===== src/rtl/imm_gen_pipe_pkg.sv =====
// Shared opcode constants, immediate-format encoding and parameter legality helpers
// for the pipelined immediate generator.
package imm_pkg;

  localparam logic [6:0] OPC_OP_IMM = 7'b0010011;
  localparam logic [6:0] OPC_LOAD   = 7'b0000011;
  localparam logic [6:0] OPC_JALR   = 7'b1100111;
  localparam logic [6:0] OPC_STORE  = 7'b0100011;
  localparam logic [6:0] OPC_BRANCH = 7'b1100011;
  localparam logic [6:0] OPC_LUI    = 7'b0110111;
  localparam logic [6:0] OPC_AUIPC  = 7'b0010111;
  localparam logic [6:0] OPC_JAL    = 7'b1101111;

  typedef enum logic [2:0] {
    FMT_NONE = 3'd0,
    FMT_I    = 3'd1,
    FMT_SH   = 3'd2,
    FMT_S    = 3'd3,
    FMT_B    = 3'd4,
    FMT_U    = 3'd5,
    FMT_J    = 3'd6
  } fmt_e;

  function automatic bit xlen_legal(input int unsigned xlen);
    return (xlen == 32) || (xlen == 64);
  endfunction

  function automatic bit depth_legal(input int unsigned depth);
    return (depth >= 1) && (depth <= 3);
  endfunction

endpackage


===== src/rtl/imm_gen_pipe_decode.sv =====
// Combinational RV32I/RV64I immediate decoder: instruction word -> {imm, fmt}.
// Every format is first built as a 32-bit value, then sign-extended to XLEN.
module imm_decode
  import imm_pkg::*;
#(
  parameter int unsigned XLEN = 32
) (
  input  logic [31:0]     instr_i,
  output logic [XLEN-1:0] imm_o,
  output fmt_e            fmt_o
);

  logic [31:0] imm32;

  always_comb begin
    fmt_o = FMT_NONE;
    unique case (instr_i[6:0])
      // funct3 001 (slli) and 101 (srli/srai) share low bits 01
      OPC_OP_IMM:         fmt_o = (instr_i[13:12] == 2'b01) ? FMT_SH : FMT_I;
      OPC_LOAD, OPC_JALR: fmt_o = FMT_I;
      OPC_STORE:          fmt_o = FMT_S;
      OPC_BRANCH:         fmt_o = FMT_B;
      OPC_LUI, OPC_AUIPC: fmt_o = FMT_U;
      OPC_JAL:            fmt_o = FMT_J;
      default:            fmt_o = FMT_NONE;
    endcase
  end

  always_comb begin
    imm32 = '0;
    case (fmt_o)
      FMT_I:   imm32 = {{20{instr_i[31]}}, instr_i[31:20]};
      // shamt is zero-extended; bit 31 of imm32 stays 0 so the final extension is a no-op
      FMT_SH:  imm32 = (XLEN == 64) ? {26'b0, instr_i[25:20]} : {27'b0, instr_i[24:20]};
      FMT_S:   imm32 = {{20{instr_i[31]}}, instr_i[31:25], instr_i[11:7]};
      FMT_B:   imm32 = {{19{instr_i[31]}}, instr_i[31], instr_i[7], instr_i[30:25],
                        instr_i[11:8], 1'b0};
      FMT_U:   imm32 = {instr_i[31:12], 12'b0};
      FMT_J:   imm32 = {{11{instr_i[31]}}, instr_i[31], instr_i[19:12], instr_i[20],
                        instr_i[30:21], 1'b0};
      default: imm32 = '0;
    endcase
  end

  assign imm_o = XLEN'($signed(imm32));

endmodule


===== src/rtl/imm_gen_pipe.sv =====
// Pipelined immediate generator: decode + pc-relative target, PIPE_DEPTH register stages.
// Stall freezes every stage and ignores inputs; flush kills all stages and wins over stall.
module imm_gen_pipe
  import imm_pkg::*;
#(
  parameter int unsigned XLEN          = 32,
  parameter int unsigned PIPE_DEPTH    = 1,
  parameter bit          ZERO_ON_FLUSH = 1'b1
) (
  input  logic            clk_i,
  input  logic            rst_i,
  input  logic            valid_i,
  input  logic            stall_i,
  input  logic            flush_i,
  input  logic [31:0]     instr_i,
  input  logic [XLEN-1:0] pc_i,
  output logic            valid_o,
  output logic [XLEN-1:0] imm_o,
  output logic [2:0]      fmt_o,
  output logic [XLEN-1:0] target_o,
  output logic            illegal_o
);

  if (!xlen_legal(XLEN)) begin : g_bad_xlen
    $error("imm_gen_pipe: XLEN must be 32 or 64");
  end
  if (!depth_legal(PIPE_DEPTH)) begin : g_bad_depth
    $error("imm_gen_pipe: PIPE_DEPTH must be 1..3");
  end

  typedef struct packed {
    logic            vld;
    logic [XLEN-1:0] imm;
    logic [2:0]      fmt;
    logic [XLEN-1:0] target;
    logic            illegal;
  } stage_t;

  logic [XLEN-1:0] dec_imm;
  fmt_e            dec_fmt;
  stage_t          dec_s;

  // link[0] is the decoder result, link[k+1] is the output of stage k
  stage_t [PIPE_DEPTH:0] link;

  imm_decode #(
    .XLEN (XLEN)
  ) u_decode (
    .instr_i (instr_i),
    .imm_o   (dec_imm),
    .fmt_o   (dec_fmt)
  );

  always_comb begin
    dec_s         = '0;
    dec_s.vld     = valid_i;
    dec_s.imm     = dec_imm;
    dec_s.fmt     = dec_fmt;
    dec_s.target  = pc_i + dec_imm;
    dec_s.illegal = valid_i && (dec_fmt == FMT_NONE);
  end

  assign link[0] = dec_s;

  for (genvar k = 0; k < PIPE_DEPTH; k++) begin : g_stage
    stage_t stg_d;
    stage_t stg_q;

    always_comb begin
      stg_d = stg_q;
      if (flush_i) begin
        stg_d.vld     = 1'b0;
        stg_d.illegal = 1'b0;
        if (ZERO_ON_FLUSH) begin
          stg_d = '0;
        end
      end else if (!stall_i) begin
        stg_d = link[k];
      end
    end

    always_ff @(posedge clk_i or negedge rst_i) begin
      if (!rst_i) begin
        stg_q <= '0;
      end else begin
        stg_q <= stg_d;
      end
    end

    assign link[k+1] = stg_q;
  end

  assign valid_o   = link[PIPE_DEPTH].vld;
  assign imm_o     = link[PIPE_DEPTH].imm;
  assign fmt_o     = link[PIPE_DEPTH].fmt;
  assign target_o  = link[PIPE_DEPTH].target;
  assign illegal_o = link[PIPE_DEPTH].illegal;

endmodule


===== config.mk =====
export PLATFORM = sky130hd
export DESIGN_NAME = imm_gen_pipe
export DESIGN_NICKNAME = d
export VERILOG_FILES = /design/src/rtl/imm_gen_pipe_pkg.sv /design/src/rtl/imm_gen_pipe_decode.sv /design/src/rtl/imm_gen_pipe.sv
export SDC_FILE = /design/constraint.sdc
export NUM_CORES = 1
export LEC_CHECK = 0
export ABC_AREA = 1
export CAP_MARGIN = 20
export CORE_MARGIN = 1.5
export CORE_UTILIZATION = 45
export DETAILED_ROUTE_END_ITERATION = 10
export PLACE_DENSITY = 0.74
export SLEW_MARGIN = 30
export SYNTH_ARGS = -nofsm -noshare
export SYNTH_HDL_FRONTEND = slang
export SYNTH_SLANG_ARGS = --single-unit

===== constraint.sdc =====
create_clock -name clk_i -period 1.5 [get_ports clk_i]
set_clock_uncertainty 0.2 [all_clocks]
set_input_delay 0.225 -clock clk_i [delete_from_list [all_inputs] [get_ports clk_i]]
set_output_delay 0.225 -clock clk_i [all_outputs]
set_load 0.1 [all_outputs]

==> results by group, run 1 <==
Status
  – Status: aborted with a tool error
  – Last stage reached: global routing (5_1_grt)
  – Tool error: [ERROR GRT-0232] Routing congestion too high. Check the congestion heatmap in the GUI.

Timing
  – Crit. endpoint post-GRT repair: target_o[26]$_DFFE_PN0P_/D
  – Worst EP Category: sequential cell input

Synthesis
  – Top post-synthesis cells by area: dfrtp_1 30%, nand2_1 18%, nand3_1 7.3%
  – Post-Syn Area: between 0.005 and 0.006 sq mm
  – Seq/Total Area, Yosys: 0.3036
  – Fraction of registers with async set/reset: 1.000
  – Syn_nets: roughly 940
  – Synthesized flop and latch total: 69
  – Prevailing post-synth register cell: dfrtp_1
  – Synthesized area per cell: around 6.7 sq um
  – Synth top area share: 0.3036
  – Synth warn: 0
  – Distinct cells, synth: 45
  – Synth Instances: roughly 850
  – Top cell type by total area after synthesis: dfrtp_1
  – EDFF count, synth: 0

Placement
  – HPWL after detailed placement: 17.53 mm
  – Dpl cell area: roughly 0.0095 sq mm
  – IO buf count: between 100 and 150
  – Placed Cells: about 1300
  – GPL Wtd Cong: ~0.95

Clock tree
  – Clk sinks: just under 70
  – Clock H-tree levels: 3
  – Max Buffers Root-to-Sink: 2
  – Total CTS buffers: 9
  – Clk root buf: clkbuf_16

GRT
  – Grt ovf: 21
  – Largest net degree at the start of global routing: 34
  – GRT Util Overall: 0.7199

Die
  – Die W: ~120 um
  – Ports: roughly 140
  – Cell row count: 40
  – Die Span Y: 115.4 um
  – Initial Util: 0.4676
per-stage QoR:
stage	worst slack, ps	TNS, ps
after floorplan	-1608	-41730
after global placement	-2390	-99990
after detailed placement	-2526	-106700
after CTS	-1503	-50300
kinds of logic after synthesis:
family          count (synthesis)  synth area share
compound gates                130            0.1461
xor+xnor                        3          0.004621
fa+ha+maj                      18           0.04092
buf+inv                       119           0.08603
flops                          69            0.3036
simple gates                  513            0.4187
timing repair:
action	4_1_cts
resized for setup	174
hold endpoints to repair	69
endpoints found under the setup margin	68
setup buffers	32
hold buffers	1
gates cloned	1
pin swaps	81
Yosys cell counts (11+ instances only):
master / number
o21ai_1: 12
ha_1: 17
nand4_1: 11
inv_1: 86
nand3_1: 83
a22o_1: 29
inv_2: 13
nor2_2: 15
nand2_2: 39
dfrtp_1: 69
nor2_1: 52
nand2_1: 276
a21oi_1: 27
o21ai_0: 40
per-layer routing:
metal	track usage	GRT overflow
met5	0.2185	0
met4	0.7350	7
met3	0.5246	0
met2	0.9160	14
met1	0.7178	0
==> run 2, diff against run 1 <==
- CORE_UTILIZATION: 45 -> 30
- PLACE_DENSITY: 0.74 -> not set
- PLACE_DENSITY_LB_ADDON: not set -> 0.15
==> results by group, run 2 <==
GRT
  – Initial antenna violation count: 1
  – First-pass GRT wire length: 37.44 mm
  – Largest net degree at the start of global routing: 38
  – Grt ovf: 0
  – GRT Util Overall: 0.2444
  – Vias in the first global route: between 6000 and 7000

Setup path
  – Worst-path maximum fanout: 5
  – Worst Path Required: about 1500 ps
  – Crit path DAT: 3110 ps
  – Flop-to-flop setup slack: 510 ps
  – Worst r2r path cells: 1
  – R2R Path Start: imm_o[18]$_DFFE_PN0P_
  – WS Path Type: in2reg
  – Reg-to-Reg End: imm_o[18]$_DFFE_PN0P_
  – Nature of the critical path endpoint: flop
  – Startpoint Class: primary input

Timing
  – RSZ-0062 raised after global routing: yes
  – Max transition margin: 0.7282
  – Fin Hold WS: 92.54 ps
  – Tcrit/Tclk final: 2.048
  – Final Max Slew Viols: 0
  – Fin crit period: 3072 ps
  – Setup ws final: -1572 ps
  – TNS Setup: -50030 ps
  – Worst slew pin tran: ~400 ps
  – Fmax: 325.5 MHz
  – Setup Viol. Count Final: 64
  – Fin. Hold Viols: 0

Clock tree
  – Clock slew at reported path FFs: 60 ps
  – Worst-skew pair later-pin latency: 350 ps
  – Clk root buf: clkbuf_16
  – Total CTS buffers: 9 (unchanged)
  – TritonCTS clock tree: done
  – Max Buffers Root-to-Sink: 2 (unchanged)
  – Clk sinks: 69 (unchanged)
  – Clock H-tree levels: 3 (unchanged)

Layout
  – Commonest non-fill, non-tap cell in the layout: nand2_1
  – Filler instances: approximately 1500
  – Layout cells sized above 1: 0.4884
  – Nets: ~1300
  – Most frequent cells in the layout: 228 x nand2_1, 177 x buf_4, 84 x buf_12, 77 x inv_1, 68 x dfrtp_1
  – Final instance area: about 0.012 sq mm
  – Post-layout util: 0.6331
  – Area growth, synth to finish: 107.5%

Synthesis
  – Most frequent cell after synthesis: nand2_1
  – Distinct cells, synth: 45 (unchanged)
  – Top cell type by total area after synthesis: dfrtp_1
  – Synth Instances: 852 (unchanged)
  – Post-Syn Area: 0.005687 sq mm (unchanged)
  – Synthesized area per cell: 6.675 sq um (unchanged)
  – Synth warn: 0 (unchanged)
  – Seq/Total Area, Yosys: 0.3036 (unchanged)
  – Top post-synthesis cells by area: dfrtp_1 30%, nand2_1 18%, nand3_1 7.3%
  – Synthesized flop and latch total: 69 (unchanged)
  – Synth top area share: 0.3036 (unchanged)
  – Syn_nets: 939 (unchanged)
  – Post-synth top cells: 276 x nand2_1, 86 x inv_1, 83 x nand3_1
  – Prevailing post-synth register cell: dfrtp_1
  – EDFF count, synth: 0 (unchanged)
  – Fraction of registers with async set/reset: 1.000 (unchanged)

Status
  – Violated checks: setup timing
  – Status: finished with violations

Die
  – Die W: 140.7 um (+22%)
  – Ports: 138 (unchanged)
  – Die area: around 0.02 sq mm
  – Initial Util: 0.3050 (-0.1626)
  – Die Span Y: 140.7 um (+22%)
  – Cell row count: 50 (+25%)
  – Core area: approximately 0.019 sq mm

Pwr
  – Pwr dens: between 500 and 600 mW/mm^2
  – LEAKAGE: a little over 0.006 uW
  – Worst vdd ir: approximately 0.52 mV
  – Power, Total: approximately 6700 uW

Run
  – Max-cap check violation count: 0

Routing
  – Drt first pass iters: 5
  – ANT nets after route: 0
  – Drt initial violations: ~410
  – Drt via density: about 4.8
  – Total wire length: around 24 mm
  – DR WL/cell: 16.49 um
  – Remaining DRCs: 0
  – Vias: roughly 7200

Placement
  – IO buf count: 137 (unchanged)
  – Dpl cell area: 0.009666 sq mm (+2.0%)
  – GPL Wtd Cong: 0.9216 (-3.0%)
  – HPWL after detailed placement: 17.91 mm (+2.2%)

Min path
  – Worst hold path type: in2async
[run 2: cell counts after synthesis]
No cell type changed its count.
[run 2: report_power, final]
part	internal (uW)	switching (uW)	total (uW)	leakage [uW]
registers	1930	79.6	2010	0.000939
clock network	1490	889	2380	0.000152
logic	976	1310	2280	0.00494
total	4400	2280	6670	0.00603
[run 2: per-stage QoR]
step	setup WS [ps]	std cells
after floorplan	-1608	852
after global placement	-2333	1391
after detailed placement	-2421	1391
after CTS	-1558	1457
after global routing	-1771	1480
final	-1572	1480
[run 2: worst max-delay path by stage]
stage	slack [ps]	depth (start not counted)	to	startpoint
5_1_grt	-1770	27	target_o[24]$_DFFE_PN0P_	instr_i[3]
4_1_cts	-1560	26	target_o[26]$_DFFE_PN0P_	instr_i[2]
3_3_place_gp	-2330	21	target_o[13]$_DFFE_PN0P_	instr_i[2]
6_report	-1570	26	target_o[28]$_DFFE_PN0P_	instr_i[3]
3_5_place_dp	-2420	25	target_o[22]$_DFFE_PN0P_	instr_i[3]
2_1_floorplan	-1610	24	target_o[22]$_DFFE_PN0P_	instr_i[2]
[run 2: worst max-delay path: stages]
cell	delay, ps
buf_8	110
clkinv_8	40
nand2_4	50
nor2_4	210
nand3_2	130
nand3_4	110
nor2_4	60
o21ai_2	160
buf_6	140
ha_4	130
inv_2	40
fa_2	350
nand3b_1	180
nand2_2	110
a31oi_4	90
o21ai_1	130
nand2_1	80
nand2_2	100
nand3_1	90
nand2_2	130
buf_4	120
nand2_2	70
nand3_1	90
nand2_1	50
nand3_1	60
nand2_1	50
[run 2: cell type report]
type                    count  area (sq um)  share of cell area
diodes                      1         2.502           0.0002120
clock buffers              11         242.7             0.02057
clock inverters             4         72.57            0.006149
inverters                  99         414.1             0.03509
multi-input cells         665          4553              0.3858
flip-flops and latches     69          1728              0.1464
well taps                 234         292.8             0.02481
repair buffers            397          4497              0.3810
[run 2: metal layers]
| layer | part of all wire | routed length, um | track usage | up-vias |
|---|---|---|---|---|
| met2 | 0.46 | 11330 | 0.3897 | 192 |
| met3 | 0.047 | 1157 | 0.03193 | 18 |
| li1 | - | - | - | 3579 |
| met5 | 0 | 0 | 0 | - |
| met1 | 0.48 | 11640 | 0.3545 | 3364 |
| met4 | 0.012 | 284 | 0.04715 | 0 |
[run 2: cell families (layout without fill, tap and decap cells)]
| group | Yosys count | count (layout) | share of synthesized area |
|---|---|---|---|
| flops | 69 | 69 | 0.3036 |
| compound gates | 130 | 130 | 0.1461 |
| other cells | 0 | 1 | 0 |
| xor+xnor | 3 | 3 | 0.004621 |
| fa+ha+maj | 18 | 18 | 0.04092 |
| simple gates | 513 | 514 | 0.4187 |
| buf+inv | 119 | 511 | 0.08603 |
[run 2: repair_timing]
action | CTS | global route
buffers inserted | 49 | 42
gates cloned | 4 | 0
endpoints found under the setup margin | 68 | 67
pin swaps | 56 | 85
hold endpoints to repair | 69 | 0
gates resized for setup | 203 | 132
hold buffers | 1 | 0
Power figures use the tool's default switching activity.
